File: src/rtl/bmp_load_ctrl.sv
// bmp_load_ctrl: pulls an IMG_W x IMG_H bitmap from the pixel PIO handshake into the frame buffer.
// Optional BMP_KEY_TRANSPARENT_EN: pixels equal to KEY_COLOR are acked and skipped, not written.
module bmp_load_ctrl #(
  parameter int IMG_W = 64,
  parameter int IMG_H = 64,
  parameter int STRIDE = 640,
  parameter int ADDR_W = 19,
  parameter logic [23:0] KEY_COLOR = 24'hFF00FF
) (
  input  logic              Clk,
  input  logic              Reset_h,
  input  logic              start,
  input  logic              abort,
  input  logic [ADDR_W-1:0] base_addr,
  input  logic [23:0]       pix_in,
  input  logic              pix_valid,
  output logic              pix_ack,
  output logic              fb_we,
  output logic [ADDR_W-1:0] fb_addr,
  output logic [23:0]       fb_data,
  input  logic              fb_grant,
  output logic              busy,
  output logic              done
);
  localparam int XW = IMG_W > 1 ? $clog2(IMG_W) : 1;
  localparam int YW = IMG_H > 1 ? $clog2(IMG_H) : 1;
  typedef enum logic [2:0] {IDLE, WAIT_V, WRITE, ACK, DONE} state_t;
  state_t state;
  logic [XW-1:0] x, x_nx;
  logic [YW-1:0] y, y_nx;
  logic [ADDR_W-1:0] row_addr, row_nx, cur_addr, cur_nx;
  logic last, last_nx, eol;
  assign fb_addr = cur_addr;
  // next raster position, applied when a pixel is consumed
  always_comb begin
    eol = x == XW'(IMG_W - 1);
    x_nx = eol ? '0 : x + 1'b1;
    y_nx = eol ? y + 1'b1 : y;
    row_nx = eol ? row_addr + ADDR_W'(STRIDE) : row_addr;
    cur_nx = eol ? row_nx : cur_addr + 1'b1;
    last_nx = eol && y == YW'(IMG_H - 1);
  end
  always_ff @(posedge Clk or posedge Reset_h) begin
    if (Reset_h) begin
      state <= IDLE;
      {x, y, row_addr, cur_addr, last} <= '0;
      {fb_we, fb_data, pix_ack, busy, done} <= '0;
    end else if (abort && state != IDLE) begin
      state <= IDLE;
      {fb_we, pix_ack, busy, done} <= '0;
    end else begin
      case (state)
        IDLE: if (start) begin
          row_addr <= base_addr;
          cur_addr <= base_addr;
          x <= '0;
          y <= '0;
          busy <= 1'b1;
          state <= WAIT_V;
        end
        WAIT_V: if (pix_valid) begin
          fb_data <= pix_in;
`ifdef BMP_KEY_TRANSPARENT_EN
          if (pix_in == KEY_COLOR) begin
            {x, y, row_addr, cur_addr, last} <= {x_nx, y_nx, row_nx, cur_nx, last_nx};
            pix_ack <= 1'b1;
            state <= ACK;
          end else begin
            fb_we <= 1'b1;
            state <= WRITE;
          end
`else
          fb_we <= 1'b1;
          state <= WRITE;
`endif
        end
        WRITE: if (fb_grant) begin
          {x, y, row_addr, cur_addr, last} <= {x_nx, y_nx, row_nx, cur_nx, last_nx};
          fb_we <= 1'b0;
          pix_ack <= 1'b1;
          state <= ACK;
        end
        ACK: if (!pix_valid) begin
          pix_ack <= 1'b0;
          done <= last;
          state <= last ? DONE : WAIT_V;
        end
        DONE: begin
          done <= 1'b0;
          busy <= 1'b0;
          state <= IDLE;
        end
        default: state <= IDLE;
      endcase
    end
  end
endmodule

File: config.mk
export PLATFORM = sky130hd
export DESIGN_NAME = bmp_load_ctrl
export DESIGN_NICKNAME = d
export VERILOG_FILES = /design/src/rtl/bmp_load_ctrl.sv
export SDC_FILE = /design/constraint.sdc
export NUM_CORES = 1
export LEC_CHECK = 0
export CORE_ASPECT_RATIO = 1.1
export CORE_UTILIZATION = 35
export CTS_CLUSTER_SIZE = 25
export DETAILED_ROUTE_END_ITERATION = 16
export SYNTH_ARGS = -nofsm -noshare
export SYNTH_HDL_FRONTEND = slang
export SYNTH_SLANG_ARGS = --single-unit
File: constraint.sdc
create_clock -name Clk -period 3.3 [get_ports Clk]
set_clock_uncertainty 0.2 [all_clocks]
set_input_delay 0.495 -clock Clk [delete_from_list [all_inputs] [get_ports Clk]]
set_output_delay 0.495 -clock Clk [all_outputs]
set_load 0.005 [all_outputs]
==> results of run 1 <==
critical path, stage by stage (launching register included):
cell	delay, ns
dfrtp_1	0.58
or3b_1	0.63
buf_4	0.24
or3_4	0.43
o31ai_2	0.20
a22o_1	0.15
cell usage after synthesis (all sizes together) (2+ instances only):
| library cell | n |
|---|---|
| a31oi | 8 |
| o221ai | 4 |
| o311ai | 3 |
| or2 | 2 |
| nor3 | 6 |
| a211oi | 4 |
| o21a | 2 |
| xnor2 | 7 |
| nand4 | 12 |
| o31a | 2 |
| nor3b | 5 |
| nand4b | 2 |
| and4 | 3 |
| o22ai | 2 |
| ha | 4 |
| mux2i | 3 |
| o21ai | 46 |
| nor2 | 39 |
| o32ai | 3 |
| a22o | 6 |
| or3 | 2 |
| a21oi | 25 |
| a21o | 2 |
| nand3 | 21 |
| nand3b | 5 |
| dfrtp | 82 |
| nor4 | 6 |
| nand2 | 51 |
| inv | 10 |
| buf | 10 |
| mux2 | 31 |
| o211ai | 2 |
| clkbuf | 19 |
| a2bb2oi | 2 |
| xor2 | 4 |
| and3 | 4 |
| o31ai | 9 |
area by class of cell:
| class | instances | area (µm²) | share of cell area, % |
|---|---|---|---|
| Clock buffer | 9 | 225 | 3.83 |
| Clock inverter | 6 | 68.8 | 1.17 |
| Inverter | 10 | 38.8 | 0.660 |
| Multi-Input combinational cell | 345 | 2210 | 37.6 |
| Sequential cell | 82 | 2050 | 34.9 |
| Tap cell | 154 | 193 | 3.28 |
| Timing Repair Buffer | 110 | 1090 | 18.5 |
layer usage:
metal / track usage (%) / vias up / wire length, µm
met2: 29.8 / 132 / 5460
met3: 3.20 / 16 / 642
met1: 27.0 / 1941 / 5590
li1: - / 1910 / -
met5: 0 / - / 0
met4: 6.08 / 0 / 182
sequential cells by signal, indices dropped and copies added, names as in the netlist:
| register | flops |
|---|---|
| state | 3 |
| done | 1 |
| busy | 1 |
| row_addr | 19 |
| last | 1 |
| fb_we | 1 |
| pix_ack | 1 |
| fb_addr | 19 |
| fb_data | 24 |
| y | 6 |
| x | 6 |
how the worst max path moves through the flow:
stage              endpoint  slack [ns]  depth (start not counted)
2_1_floorplan          busy        0.50                          1
3_3_place_gp    row_addr[4]        0.65                          5
3_5_place_dp    row_addr[5]        0.59                          5
4_1_cts        row_addr[16]        0.82                          5
5_1_grt         fb_addr[13]        0.60                          6
6_report       row_addr[16]        0.81                          5
power by group through the flow:
stage | sequential (mW) | combinational, mW | clock (mW)
after floorplan | 1.76 | 1.02 | 0
after global placement | 1.86 | 1.85 | 0
after detailed placement | 1.87 | 1.88 | 0
after CTS | 1.86 | 1.89 | 1.02
after global routing | 1.94 | 2.08 | 1.07
final | 1.86 | 1.87 | 0.998
logic make-up (layout without fill, tap and decap cells):
| logic type | count (synthesis) | after routing | synth area share (%) |
|---|---|---|---|
| simple gates | 164 | 164 | 18.4 |
| fa+ha+maj | 4 | 4 | 1.13 |
| buf+inv | 39 | 135 | 3.88 |
| mux | 34 | 34 | 8.58 |
| flops | 82 | 82 | 46.4 |
| xor+xnor | 11 | 11 | 2.18 |
| compound gates | 132 | 132 | 19.4 |
through the flow:
step | setup slack [ns] | util (%) | hold WS [ns] | cell area, µm² | power, mW
after floorplan | 0.497 | - | 0.265 | 4420 | 2.79
after global placement | 0.647 | 45.8 | 0.286 | 5580 | 3.71
after detailed placement | 0.590 | 45.8 | 0.291 | 5580 | 3.75
after CTS | 0.816 | 48.2 | 0.305 | 5870 | 4.77
after global routing | 0.597 | 48.2 | 0.317 | 5870 | 5.09
final | 0.807 | 48.2 | 0.304 | 5870 | 4.74
==> results.cfg, run 1 <==
[run_status]
status = complete, no violations

[layout]
syn_to_final_growth_pct = 32.9
final_cells = 716
final_common_cell = clkdlybuf4s50_1
layout_common_cells = clkdlybuf4s50_1, dfrtp_1, nand2_1, o21ai_0, nor2_1
fillers = 1178
layout-drive-gt1-share_pct = 12.6
diodes = 0
fin_nets = 611

[worst_setup_path]
worstPathRequired_ns = 3.37
r2r_end = row_addr[16]
crit_start = state[0]
worstRegToRegCells = 5
r2r_start = state[0]
cp_max_fo = 17
critical_path_class = reg -> reg
critPathLaunchType = flip-flop
arrival_ns = 2.57
endpoint_kind = flip-flop
r2r_slack_ns = 0.81

[cts]
cts_made_buffers = 9
cts_resized = 0
clockBufferDepth = 2
hold_buffers = 0
cts.htree.levels = 3
cts_tree = done
clk_pin_slew_worst_paths_ns = 0.06
cts_setup_buffers = 0
root_buffer = clkbuf_16
insertion_delay_ns = 0.34
cts_sinks = 82

[route]
vias_per_cell = 5.59
antenna_left = 0
first_pass_iters = 6
vias = 3999
drt-initial-drc-count = 191
wl_per_cell_um = 16.6
wirelength_mm = 11.9
drc_errors = 0

[power]
intPower_mw = 3.10
power_density_nw_per_um2 = 806
clkPwrFrac_pct = 21.1
p_sw_mw = 1.64
seq_power_share_pct = 39.3
leakage_nw = 2.34
switching_share_pct = 34.6
irDropWorstVdd_uv = 320
combPwrFrac_pct = 39.6

[yosys]
async_reset_ff_share_pct = 100
synth_top_area_share_pct = 46.4
syn_area_per_cell_um2 = 9.48
synth_cell_types = 63
ys_seq_elements = 82
syn_inst = 466
synth_nets = 519
yosys-top-cells-area = dfrtp_1, mux2_2, o21ai_0, nand2_1, nor2_1
yosysTopAreaCell = dfrtp_1
synth_enable_flop_cells = 0
mappedNetlistArea_um2 = 4420
synth-warning-count = 0
ys.flop_type = dfrtp_1
yosysSeqAreaShare_pct = 46.4

[grt]
grt_pass1_wl_mm = 19.6
antenna_found_initial = 0
grt_max_degree = 45
grt_use_total_pct = 19.2
grt_pass1_vias = 3916
grt_overflow = 0

[min_path]
min_to = fb_data[11]
worstHoldStart = fb_data[11]
hold_depth = 1
hold_class = reg -> reg

[placement]
place.gp.congestion = 0.797
dp.cells = 701
portBuffers = 95
dp_hpwl_mm = 8.19

[floorplanning]
io_pins = 96
fp.dieW_um = 109
dieArea_um2 = 13100
fp.dieH_um = 120
num_rows = 42
coreArea_um2 = 12200
initial_utilization_pct = 36.2

[sta]
hold_viol_final = 0
final.period_utilization_pct = 75.5
finalSetupViolCount = 0
slew_viol_final = 0
fmax_mhz = 401
rsz0062_at_grt = no
tns_ns = 0
finalCriticalPeriod_ns = 2.49
relSlewSlack_pct = 46.5
tightest_slew_ns = 0.802

[job]
cap_violations = 0
Note: power is estimated with default switching activity, not from simulation.
==> run 2, diff against run 1 <==
==> constraint.sdc (replaced) <==
create_clock -name Clk -period 2 [get_ports Clk]
set_clock_uncertainty 0.2 [all_clocks]
set_input_delay 0.3 -clock Clk [delete_from_list [all_inputs] [get_ports Clk]]
set_output_delay 0.3 -clock Clk [all_outputs]
set_load 0.005 [all_outputs]
==> results.cfg, run 2 (synthesis results as in run 1) <==
[route]
dr_wl_met3_um = 658
drt-met1-wl_mm = 5.75
wl_met2_mm = 5.95
antenna_left = 0
wl_per_cell_um = 15.9
vias = 4204
drc_errors = 0
vias_per_cell = 5.36
drt-initial-drc-count = 250
wirelength_mm = 12.5
routed.top_layer = met4
first_pass_iters = 5

[worst_setup_path]
arrival_ns = 2.00
critPathLaunchType = flip-flop
cpPeakStageDelay_ns = 0.40
critPathBufInv = 2
crit_family = simple AND/OR/NAND/NOR gates
worstPathRequired_ns = 2.02
endpoint_kind = flip-flop
cp_slowest_cell = dfrtp_1
worstPathCellList = ha_4, and4_2, a21oi_4, buf_6, buf_4, nor4_4, xnor2_1, nor2_1
cp_max_fo = 5
critical_path_class = reg -> reg

[power]
switching_share_pct = 33.9
leakage_nw = 2.76
intPower_mw = 5.65
combPwrFrac_pct = 46.7
total_power_mw = 8.56
clkPwrFrac_pct = 19.3
irDropWorstVdd_uv = 613
power_density_nw_per_um2 = 1280
p_sw_mw = 2.91
seq_power_share_pct = 34.0

[job]
cap_violations = 0

[sta]
slew_viol_final = 0
fmax_mhz = 506
finalSetupViolCount = 0
relSlewSlack_pct = 70.4
rsz0062_at_grt = yes
final.period_utilization_pct = 98.8
hold_viol_final = 0
finalCriticalPeriod_ns = 1.98
setup_ws_ns = 0.0237
tightest_slew_ns = 0.444

[layout]
largest-register = fb_data
layout-drive-gt1-share_pct = 27.4
layout_common_cells = clkdlybuf4s50_1, dfrtp_1, buf_4, nand2_1, o21ai_0
syn_to_final_growth_pct = 51.7
diodes = 0
largest_reg_flops = 24
final_common_cell = clkdlybuf4s50_1
multi_input_area_um2 = 2430
regArea_um2 = 2050
fin_nets = 680
fillers = 1085

[cts]
cts_tree = done
insertion_delay_ns = 0.34
cts.htree.levels = 3
root_buffer = clkbuf_16
cts_made_buffers = 9
clockBufferDepth = 2
cts_sinks = 82
clk_pin_slew_worst_paths_ns = 0.06

[floorplanning]
num_rows = 42
coreArea_um2 = 12200
initial_utilization_pct = 36.2
fp.dieH_um = 120
io_pins = 96
dieArea_um2 = 13100
fp.dieW_um = 109

[grt]
antenna_found_initial = 0
grt_max_degree = 83
grt_overflow = 0
grt_pass1_wl_mm = 20.1
grt_pass1_vias = 4253
grt_use_total_pct = 19.6

[min_path]
hold_class = in -> async

[run_status]
status = complete, no violations

[placement]
dp_slack_ns = -0.313
portBuffers = 95
dp_hpwl_mm = 8.78
place.gp.congestion = 0.861
## run 2: changes by cell type in the layout (fill, tap and decap cells not counted), moves of 3 or more
cell and delta:
buf_12 +3, buf_4 +56, buf_6 +8, nand2_1 -3
nor4_1 -4, nor4_4 +3, o21ai_0 -5, o21ai_2 +3
## run 2: final timing paths
check | cells past startpoint | start | slack, ns | endpoint
min in group Clk | 4 | fb_grant | 0.28 | pix_ack
max in group asynchronous | 3 | Reset_h | 1.02 | fb_addr[1]
setup / recovery | 8 | x[1] | 0.02 | y[3]
setup reg to reg | 8 | x[1] | 0.02 | y[3]
hold reg to reg | 1 | fb_data[17] | 0.30 | fb_data[17]
hold / removal | 3 | Reset_h | 0.25 | busy
## run 2: cell type report
type | count | share of cell area (%)
clock buffer | 9 | 3.36
clock inverter | 6 | 1.03
inverter | 10 | 0.616
multi-input combinational | 345 | 36.3
sequential | 82 | 30.6
tap | 154 | 2.87
timing repair buffer | 179 | 25.2
## run 2: power groups by stage
stage	registers (mW)	logic, mW	clock network (mW)
after floorplan	2.92	1.70	0
after CTS	2.90	3.88	1.70
after global routing	3.02	4.40	1.76
final	2.91	4.00	1.65
after detailed placement	2.91	3.80	0
after global placement	2.88	3.76	0
## run 2: what timing repair did
item                       4_1_cts  5_1_grt
gates cloned                     0        1
hold endpoints to repair         0        0
hold buffers                     0        0
pin swaps                        1       14
resized for setup               12       53
buffers inserted                 2        5
setup endpoints to repair       21       43
## run 2: worst reg2reg max path, stage by stage, from the launching register on
cell and delay (ns):
dfrtp_1 0.40, ha_4 0.16, and4_2 0.32, a21oi_4 0.09, buf_6 0.15, buf_4 0.14
nor4_4 0.20, xnor2_1 0.15, nor2_1 0.06
## run 2: per-stage QoR
stage | instance area [µm²] | hold WS, ns | setup TNS (ns) | utilization [%] | instances
after floorplan | 4450 | 0.246 | 0 | - | 466
after global placement | 6100 | 0.278 | -11.35 | 50.0 | 762
after detailed placement | 6100 | 0.288 | -10.78 | 50.0 | 762
after CTS | 6450 | 0.265 | -0.0108 | 52.9 | 779
after global routing | 6710 | 0.301 | -0.316 | 55.0 | 785
final | 6710 | 0.247 | 0 | 55.0 | 785
## run 2: routing by layer
layer	vias up	GRT usage (%)
met5	-	0
met4	0	7.85
met3	12	3.10
met2	127	31.1
met1	2015	26.6
li1	2050	-
==> run 3, diff against run 2 <==
--- a/config.mk
+++ b/config.mk
@@ -6,6 +6,7 @@
 export NUM_CORES = 1
 export LEC_CHECK = 0
 export CORE_ASPECT_RATIO = 1.1
+export CORE_MARGIN = 1
 export CORE_UTILIZATION = 35
 export CTS_CLUSTER_SIZE = 25
 export DETAILED_ROUTE_END_ITERATION = 16
==> results of run 3 <==
Final layout, timing and power as in run 2 (identical DEF).
